$ cat src/rtl/cpu_pkg.sv
// Shared core parameters and the register-index / word types
// used by decode, issue and writeback.
package cpu_pkg;
  localparam int DATA_WIDTH    = 32;
  localparam int NUM_REGISTERS = 32;
  localparam int IDX_W         = $clog2(NUM_REGISTERS);

  typedef logic [IDX_W-1:0]      reg_idx_t;
  typedef logic [DATA_WIDTH-1:0] word_t;
endpackage

$ cat src/rtl/regfile_scoreboard_if.sv
// Issue/writeback/read bundle between decode, writeback and
// the register file scoreboard.
interface regfile_scoreboard_if #(
  parameter int DATA_WIDTH     = cpu_pkg::DATA_WIDTH,
  parameter int NUM_REGISTERS  = cpu_pkg::NUM_REGISTERS,
  parameter int NUM_READ_PORTS = 2
);
  localparam int IDX_W = $clog2(NUM_REGISTERS);
  localparam int CNT_W = $clog2(NUM_REGISTERS + 1);

  logic [NUM_READ_PORTS-1:0][IDX_W-1:0]      read_register;
  logic [NUM_READ_PORTS-1:0][DATA_WIDTH-1:0] result;
  logic [NUM_READ_PORTS-1:0]                 read_busy;
  logic [IDX_W-1:0]                          write_register;
  logic [DATA_WIDTH-1:0]                     write_data;
  logic                                      write_data_valid;
  logic [IDX_W-1:0]                          reserve_register;
  logic                                      reserve_valid;
  logic                                      reserve_ready;
  logic [CNT_W-1:0]                          busy_count;

  modport master (
    output read_register, write_register, write_data,
    output write_data_valid, reserve_register, reserve_valid,
    input  result, read_busy, reserve_ready, busy_count
  );

  modport slave (
    input  read_register, write_register, write_data,
    input  write_data_valid, reserve_register, reserve_valid,
    output result, read_busy, reserve_ready, busy_count
  );
endinterface

$ cat src/rtl/regfile_scoreboard_busy.sv
// Per-register busy bits, reservation handshake and the
// running count of outstanding destinations.
module regfile_scoreboard_busy #(
  parameter  int NUM_REGISTERS = 32,
  parameter  int ZERO_REG      = 1,
  localparam int IDX_W         = $clog2(NUM_REGISTERS),
  localparam int CNT_W         = $clog2(NUM_REGISTERS + 1)
) (
  input  logic                     clk,
  input  logic                     rst,
  input  logic [IDX_W-1:0]         i_wr_idx,
  input  logic                     i_wr_en,
  input  logic [IDX_W-1:0]         i_rsv_idx,
  input  logic                     i_rsv_valid,
  output logic [NUM_REGISTERS-1:0] o_busy,
  output logic                     o_ready,
  output logic [CNT_W-1:0]         o_count
);
  logic [NUM_REGISTERS-1:0] r_busy;
  logic [CNT_W-1:0]         r_count;
  logic [NUM_REGISTERS-1:0] w_set;
  logic [NUM_REGISTERS-1:0] w_clr;
  logic w_rsv_zero;
  logic w_wr_hit;
  logic w_fire;
  logic w_inc;
  logic w_dec;

  always_comb begin
    w_set      = '0;
    w_clr      = '0;
    w_rsv_zero = (ZERO_REG != 0) && (i_rsv_idx == '0);
    w_wr_hit   = i_wr_en && (i_wr_idx == i_rsv_idx);
    o_ready    = !r_busy[i_rsv_idx] || w_wr_hit || w_rsv_zero;
    w_fire     = i_rsv_valid && o_ready && !w_rsv_zero;
    if (w_fire)
      w_set[i_rsv_idx] = 1'b1;
    if (i_wr_en)
      w_clr[i_wr_idx] = 1'b1;
    // a retire and re-reserve of one index leaves the count alone
    w_inc = w_fire && !r_busy[i_rsv_idx];
    w_dec = i_wr_en && r_busy[i_wr_idx] && !(w_fire && w_wr_hit);
  end

  always_ff @(posedge clk) begin
    if (rst) begin
      r_busy  <= '0;
      r_count <= '0;
    end else begin
      r_busy  <= (r_busy & ~w_clr) | w_set;
      r_count <= r_count + CNT_W'(w_inc) - CNT_W'(w_dec);
    end
  end

  assign o_busy  = r_busy;
  assign o_count = r_count;
endmodule

$ cat src/rtl/regfile_scoreboard.sv
// Integer register file with N read ports, write bypass and a
// busy scoreboard for in-flight destinations.
module regfile_scoreboard #(
  parameter int DATA_WIDTH     = cpu_pkg::DATA_WIDTH,
  parameter int NUM_REGISTERS  = cpu_pkg::NUM_REGISTERS,
  parameter int NUM_READ_PORTS = 2,
  parameter int ZERO_REG       = 1
) (
  input logic                 clk,
  input logic                 rst,
  regfile_scoreboard_if.slave bus
);
  localparam int IDX_W = $clog2(NUM_REGISTERS);

  logic [DATA_WIDTH-1:0]    r_data [NUM_REGISTERS];
  logic [NUM_REGISTERS-1:0] w_busy;
  logic                     w_wr_en;

  assign w_wr_en = bus.write_data_valid &&
    !((ZERO_REG != 0) && (bus.write_register == '0));

  always_ff @(posedge clk) begin
    if (rst) begin
      for (int i = 0; i < NUM_REGISTERS; i++)
        r_data[i] <= '0;
    end else if (w_wr_en) begin
      r_data[bus.write_register] <= bus.write_data;
    end
  end

  always_comb begin
    bus.result    = '0;
    bus.read_busy = '0;
    for (int p = 0; p < NUM_READ_PORTS; p++) begin
      logic [IDX_W-1:0] idx;
      idx = bus.read_register[p];
      if ((ZERO_REG != 0) && (idx == '0)) begin
        bus.result[p]    = '0;
        bus.read_busy[p] = 1'b0;
      end else if (w_wr_en && (bus.write_register == idx)) begin
        bus.result[p]    = bus.write_data;
        bus.read_busy[p] = 1'b0;
      end else begin
        bus.result[p]    = r_data[idx];
        bus.read_busy[p] = w_busy[idx];
      end
    end
  end

  regfile_scoreboard_busy #(
    .NUM_REGISTERS (NUM_REGISTERS),
    .ZERO_REG      (ZERO_REG)
  ) u_busy (
    .clk         (clk),
    .rst         (rst),
    .i_wr_idx    (bus.write_register),
    .i_wr_en     (w_wr_en),
    .i_rsv_idx   (bus.reserve_register),
    .i_rsv_valid (bus.reserve_valid),
    .o_busy      (w_busy),
    .o_ready     (bus.reserve_ready),
    .o_count     (bus.busy_count)
  );
endmodule

$ cat src/flat_wrapper.sv
// flat-port wrapper written by rule: the top's interface ports become plain ports
module regfile_scoreboard_flat 
#(
  parameter int DATA_WIDTH     = cpu_pkg::DATA_WIDTH,
  parameter int NUM_REGISTERS  = cpu_pkg::NUM_REGISTERS,
  parameter int NUM_READ_PORTS = 2,
  parameter int ZERO_REG       = 1
)
  (clk, rst, bus_read_register, bus_write_register, bus_write_data, bus_write_data_valid, bus_reserve_register, bus_reserve_valid, bus_result, bus_read_busy, bus_reserve_ready, bus_busy_count);
  regfile_scoreboard_if #(.DATA_WIDTH(DATA_WIDTH), .NUM_REGISTERS(NUM_REGISTERS), .NUM_READ_PORTS(NUM_READ_PORTS)) bus_i ();
  input logic clk;
  input logic rst;
  input wire logic [$bits(bus_i.read_register)-1:0] bus_read_register;
  input wire logic [$bits(bus_i.write_register)-1:0] bus_write_register;
  input wire logic [$bits(bus_i.write_data)-1:0] bus_write_data;
  input wire logic [$bits(bus_i.write_data_valid)-1:0] bus_write_data_valid;
  input wire logic [$bits(bus_i.reserve_register)-1:0] bus_reserve_register;
  input wire logic [$bits(bus_i.reserve_valid)-1:0] bus_reserve_valid;
  output wire logic [$bits(bus_i.result)-1:0] bus_result;
  output wire logic [$bits(bus_i.read_busy)-1:0] bus_read_busy;
  output wire logic [$bits(bus_i.reserve_ready)-1:0] bus_reserve_ready;
  output wire logic [$bits(bus_i.busy_count)-1:0] bus_busy_count;
  assign bus_i.read_register = bus_read_register;
  assign bus_i.write_register = bus_write_register;
  assign bus_i.write_data = bus_write_data;
  assign bus_i.write_data_valid = bus_write_data_valid;
  assign bus_i.reserve_register = bus_reserve_register;
  assign bus_i.reserve_valid = bus_reserve_valid;
  assign bus_result = bus_i.result;
  assign bus_read_busy = bus_i.read_busy;
  assign bus_reserve_ready = bus_i.reserve_ready;
  assign bus_busy_count = bus_i.busy_count;
  regfile_scoreboard #(.DATA_WIDTH(DATA_WIDTH), .NUM_REGISTERS(NUM_REGISTERS), .NUM_READ_PORTS(NUM_READ_PORTS), .ZERO_REG(ZERO_REG)) u_core (.clk(clk), .rst(rst), .bus(bus_i));
endmodule
$ cat config.mk
export PLATFORM = sky130hd
export DESIGN_NAME = regfile_scoreboard_flat
export DESIGN_NICKNAME = d
export VERILOG_FILES = /design/src/rtl/cpu_pkg.sv /design/src/rtl/regfile_scoreboard_if.sv /design/src/rtl/regfile_scoreboard_busy.sv /design/src/rtl/regfile_scoreboard.sv /design/src/flat_wrapper.sv
export SDC_FILE = /design/constraint.sdc
export NUM_CORES = 2
export LEC_CHECK = 0
export ABC_AREA = 1
export BUFFER_PORTS_ARGS = -buffer_cell sky130_fd_sc_hd__buf_2
export CORE_ASPECT_RATIO = 0.9
export CORE_MARGIN = 3
export CORE_UTILIZATION = 33
export CTS_CLUSTER_SIZE = 20
export DETAILED_ROUTE_END_ITERATION = 10
export PLACE_DENSITY = 0.46
export SKIP_LAST_GASP = 1
export SLEW_MARGIN = 40
export SYNTH_ARGS = -nofsm -noshare
export SYNTH_HDL_FRONTEND = slang
export SYNTH_SLANG_ARGS = --single-unit
$ cat constraint.sdc
create_clock -name clk -period 3.8 [get_ports clk]
set_input_delay 0.76 -clock clk [delete_from_list [all_inputs] [get_ports clk]]
set_output_delay 0.76 -clock clk [all_outputs]
set_load 0.01 [all_outputs]
==> results.rst <==
.. list-table::
   :header-rows: 1

   * - Metric
     - Value
   * - Status
     - complete, no violations
   * - Fraction of the mapped netlist area in simple logic gates
     - 0.2264
   * - Post-detailed-route count of antenna-violating nets
     - 0
   * - Final Hold Viols
     - 0
   * - Fin crit share
     - 0.9645
   * - CTS tree
     - yes
   * - Number of instances in the placed design
     - 9369
   * - Fin. max-slew vios
     - 0
   * - Critical setup path kind
     - in -> out
   * - Multi-input gate area in the final layout
     - 23230 um2
   * - Count of pins on the block boundary
     - 129
   * - RSZ-0062 raised after global routing
     - false
   * - Most used cells in the layout excluding fill and tap cells
     - sky130_fd_sc_hd__nor2_1, sky130_fd_sc_hd__nand2_1, sky130_fd_sc_hd__edfxtp_1
   * - Max Fanout on Critical Path
     - 18
   * - Global route hottest layer
     - met2
   * - Setup ws final
     - 0.1348 ns
   * - Routing usage on met3
     - 0.04274
   * - DRC marker count from the first detailed-route iteration
     - 6716
   * - Sequential share of the synthesized area
     - 0.5285
   * - Kind of capture point of the worst setup path
     - primary output
   * - Clk sink count
     - 1062
   * - Placeable core region
     - 179000 um2
   * - H-tree levels
     - 4
   * - Reg2Reg Setup Slack
     - 0.85 ns
   * - Proportion of layout cells with a drive suffix above 1
     - 0.1023
   * - Max-cap violation count
     - 0
   * - Fin Hold WS
     - 0.3062 ns
   * - Fillers
     - 17830
   * - Multiplexer area fraction after synthesis
     - 0
   * - Hold crit path type
     - in -> reg
   * - Seq. cell area
     - 31510 um2
   * - Cell Rows
     - 147
   * - Global-route wire length before repair
     - 370.5 mm
   * - Highest clock rate
     - 0.2728 GHz
   * - Die footprint
     - 185800 um2
   * - Residual DRC count
     - 0
   * - TritonCTS Buffers
     - 133
   * - Routed wire length
     - 262.1 mm
   * - Drt pass-1 iters
     - 6
   * - Clock root buffer
     - sky130_fd_sc_hd__clkbuf_16
   * - Number of buffers inserted by hold repair at cts
     - 0
   * - Setup Viol. Count Final
     - 0
   * - Power per cell area
     - 441.9 nW/um2
   * - Number of buffers on the longest clock path
     - 3
   * - Pin count of the biggest net entering global routing
     - 130
   * - Leak pwr
     - 26.78 nW
   * - Slew headroom
     - 0.3996
   * - Routed wire length per instance
     - 27.31 um
   * - Most frequent standard cell in the layout excluding fill and tap cells
     - sky130_fd_sc_hd__nor2_1
   * - Initial standard-cell utilization of the core
     - 0.3331
   * - Via count of the first global-routing pass
     - 49850
   * - Fraction of the core area covered by cells at the end of the flow
     - 0.3823
   * - Die Height
     - 409.2 um
   * - Antenna cells
     - 0
   * - Final worst clock skew
     - 0.02427 ns
   * - Final #Nets
     - 7183
   * - Via density per instance
     - 5.632
   * - Fraction of the mapped netlist area in compound gates
     - 0.1548
   * - Adder-cell share of the synthesized area
     - 0.001595
   * - Combinational family with the most area after synthesis
     - simple AND/OR/NAND/NOR gates
   * - Clk Latency, worst-skew pair
     - 0.77 ns
   * - Post-cts repair resize count
     - 0
   * - Post-route non-filler standard cell count
     - 9599
   * - CP Data Arrival Time
     - 2.91 ns
   * - Setup_tns
     - 0 ns
   * - Worst slack after detailed placement
     - 0.1077 ns
   * - Slew at the pin closest to its max-slew limit
     - 0.9006 ns
   * - M1 GR Usage
     - 0.3799
   * - Post-synthesis instance area
     - 59620 um2
   * - Data required time at the worst endpoint
     - 3.04 ns
   * - DIE WIDTH
     - 454.0 um
   * - Growth of design area from synthesis to finish
     - 14.76%
   * - Area share of xor/xnor cells in the synthesized design
     - 0.001763
   * - Post-detail-place hpwl
     - 156.5 mm
   * - Total global-route track usage
     - 0.2756
   * - Total setup buffers inserted after CTS
     - 0
   * - Average cell area after synthesis
     - 8.310 um2
   * - Fin crit period
     - 3.665 ns
   * - Synthesis Warnings
     - 0
   * - Kind of start point of the critical path
     - primary input
   * - Clock-pin transition on the worst setup and hold timing paths
     - 0.05 ns
   * - Flop and latch count out of synthesis
     - 1062
   * - RD Place Congestion
     - 0.9203
   * - Via total after detailed routing
     - 54060
   * - Met2 Track Usage GR
     - 0.4318
   * - Post-synth cell types
     - 38
   * - Initial antenna violation count
     - 3
   * - Worst vdd ir
     - 0.4406 mV
   * - Number of buffers added on ports
     - 128
   * - Total overflow reported by the global router
     - 0
   * - Number of instances in the synthesized netlist
     - 7174
[logic make-up (layout without fill, tap and decap cells)]
family | after synthesis | count (layout)
AND/OR/NAND/NOR | 3261 | 3261
buffers and inverters | 1260 | 1270
adder cells (fa/ha/maj) | 7 | 7
XOR/XNOR | 12 | 12
flip-flops | 1062 | 1062
AO/OA/AOI/OAI | 1571 | 1571
other | 1 | 32
[registers in the layout, summed over array words and instances, names as in the netlist]
signal and cells:
u_core.r_data 1024, u_core.u_busy.o_count 6, u_core.u_busy.o_busy 32
[Yosys cell counts]
master                     number  area, um2
sky130_fd_sc_hd__clkbuf_1     358       1344
sky130_fd_sc_hd__nor4_1         2      12.51
sky130_fd_sc_hd__clkinv_1       3      11.26
sky130_fd_sc_hd__o211ai_1     531       3986
sky130_fd_sc_hd__o21ai_0      545       2728
sky130_fd_sc_hd__a21oi_1      485       2427
sky130_fd_sc_hd__conb_1         1      3.750
sky130_fd_sc_hd__edfxtp_1    1024      30750
sky130_fd_sc_hd__nand3_2       10      100.1
sky130_fd_sc_hd__dfxtp_1       38      760.7
sky130_fd_sc_hd__nand2_1     1119       4200
sky130_fd_sc_hd__buf_2        221       1106
sky130_fd_sc_hd__inv_4          1      6.260
sky130_fd_sc_hd__nand2_2        2      12.51
sky130_fd_sc_hd__inv_2         12      45.04
sky130_fd_sc_hd__xor2_1         6      52.55
sky130_fd_sc_hd__buf_6          5      56.30
sky130_fd_sc_hd__a22oi_1        2      15.01
sky130_fd_sc_hd__nor3_2         6      60.06
sky130_fd_sc_hd__or2_2          2      12.51
sky130_fd_sc_hd__nand3_1      850       4254
sky130_fd_sc_hd__xnor2_1        6      52.55
sky130_fd_sc_hd__a21oi_4        1      16.27
sky130_fd_sc_hd__nor3_1         9      45.04
sky130_fd_sc_hd__o21a_1         1      7.510
sky130_fd_sc_hd__ha_1           6      75.07
sky130_fd_sc_hd__buf_4         35      262.8
sky130_fd_sc_hd__o21ai_4        1      16.27
sky130_fd_sc_hd__nor2_4         3      33.78
sky130_fd_sc_hd__fa_1           1      20.02
sky130_fd_sc_hd__buf_1         51      191.4
sky130_fd_sc_hd__inv_1        574       2155
sky130_fd_sc_hd__nor2_2         4      25.02
sky130_fd_sc_hd__nor2_1      1249       4688
sky130_fd_sc_hd__o22ai_1        5      31.28
sky130_fd_sc_hd__nand4_1        3      18.77
sky130_fd_sc_hd__nor3b_4        1      18.77
sky130_fd_sc_hd__nor3_4         1      16.27
[path summary, 6_finish.rpt]
path                                                          from                                   to  depth (start not counted)
worst min register to register  u_core.u_busy.o_busy[1]$_SDFF_PP0_   u_core.u_busy.o_busy[1]$_SDFF_PP0_                          2
worst max-delay path                         bus_write_register[4]                       bus_result[20]                         11
worst max register to register  u_core.u_busy.o_busy[4]$_SDFF_PP0_  u_core.u_busy.o_count[4]$_SDFF_PP0_                         18
worst min-delay path                                           rst  u_core.u_busy.o_count[1]$_SDFF_PP0_                          2
[layout make-up]
type / count / share of cell area
clock buffers: 162 / 0.05117
clock inverters: 68 / 0.007407
inverters: 590 / 0.03279
multi-input cells: 4883 / 0.3396
flip-flops and latches: 1062 / 0.4606
well taps: 2384 / 0.04360
repair buffers: 450 / 0.06490
[critical path, cell delays in order]
cell                      delay (ns)
sky130_fd_sc_hd__buf_2          0.17
sky130_fd_sc_hd__nor2_2         0.14
sky130_fd_sc_hd__nand2_1        0.11
sky130_fd_sc_hd__o21ai_4        0.16
sky130_fd_sc_hd__buf_4          0.18
sky130_fd_sc_hd__nor3_4         0.06
sky130_fd_sc_hd__a21oi_4        0.31
sky130_fd_sc_hd__buf_4          0.43
sky130_fd_sc_hd__nand3_1        0.30
sky130_fd_sc_hd__nand2_1        0.12
sky130_fd_sc_hd__buf_2          0.14
[power breakdown]
group          switching (W)  internal, W
logic                0.00316      0.00127
clock network        0.00519      0.00688
registers           0.000267       0.0135
[metrics by stage]
stage | area, um2 | power [W]
floorplan | 59730 | 0.01636
global placement | 64390 | 0.01831
detailed placement | 64410 | 0.01834
CTS | 68410 | 0.03039
global route | 68420 | 0.03127
finish | 68420 | 0.03024
[routing by layer]
metal  part of all wire  vias up
met2               0.45     2772
met5           0.000050        -
met4              0.044        2
met3              0.087      509
li1                   -    24430
met1               0.42    26350
Note: power is estimated with default switching activity, not from simulation.
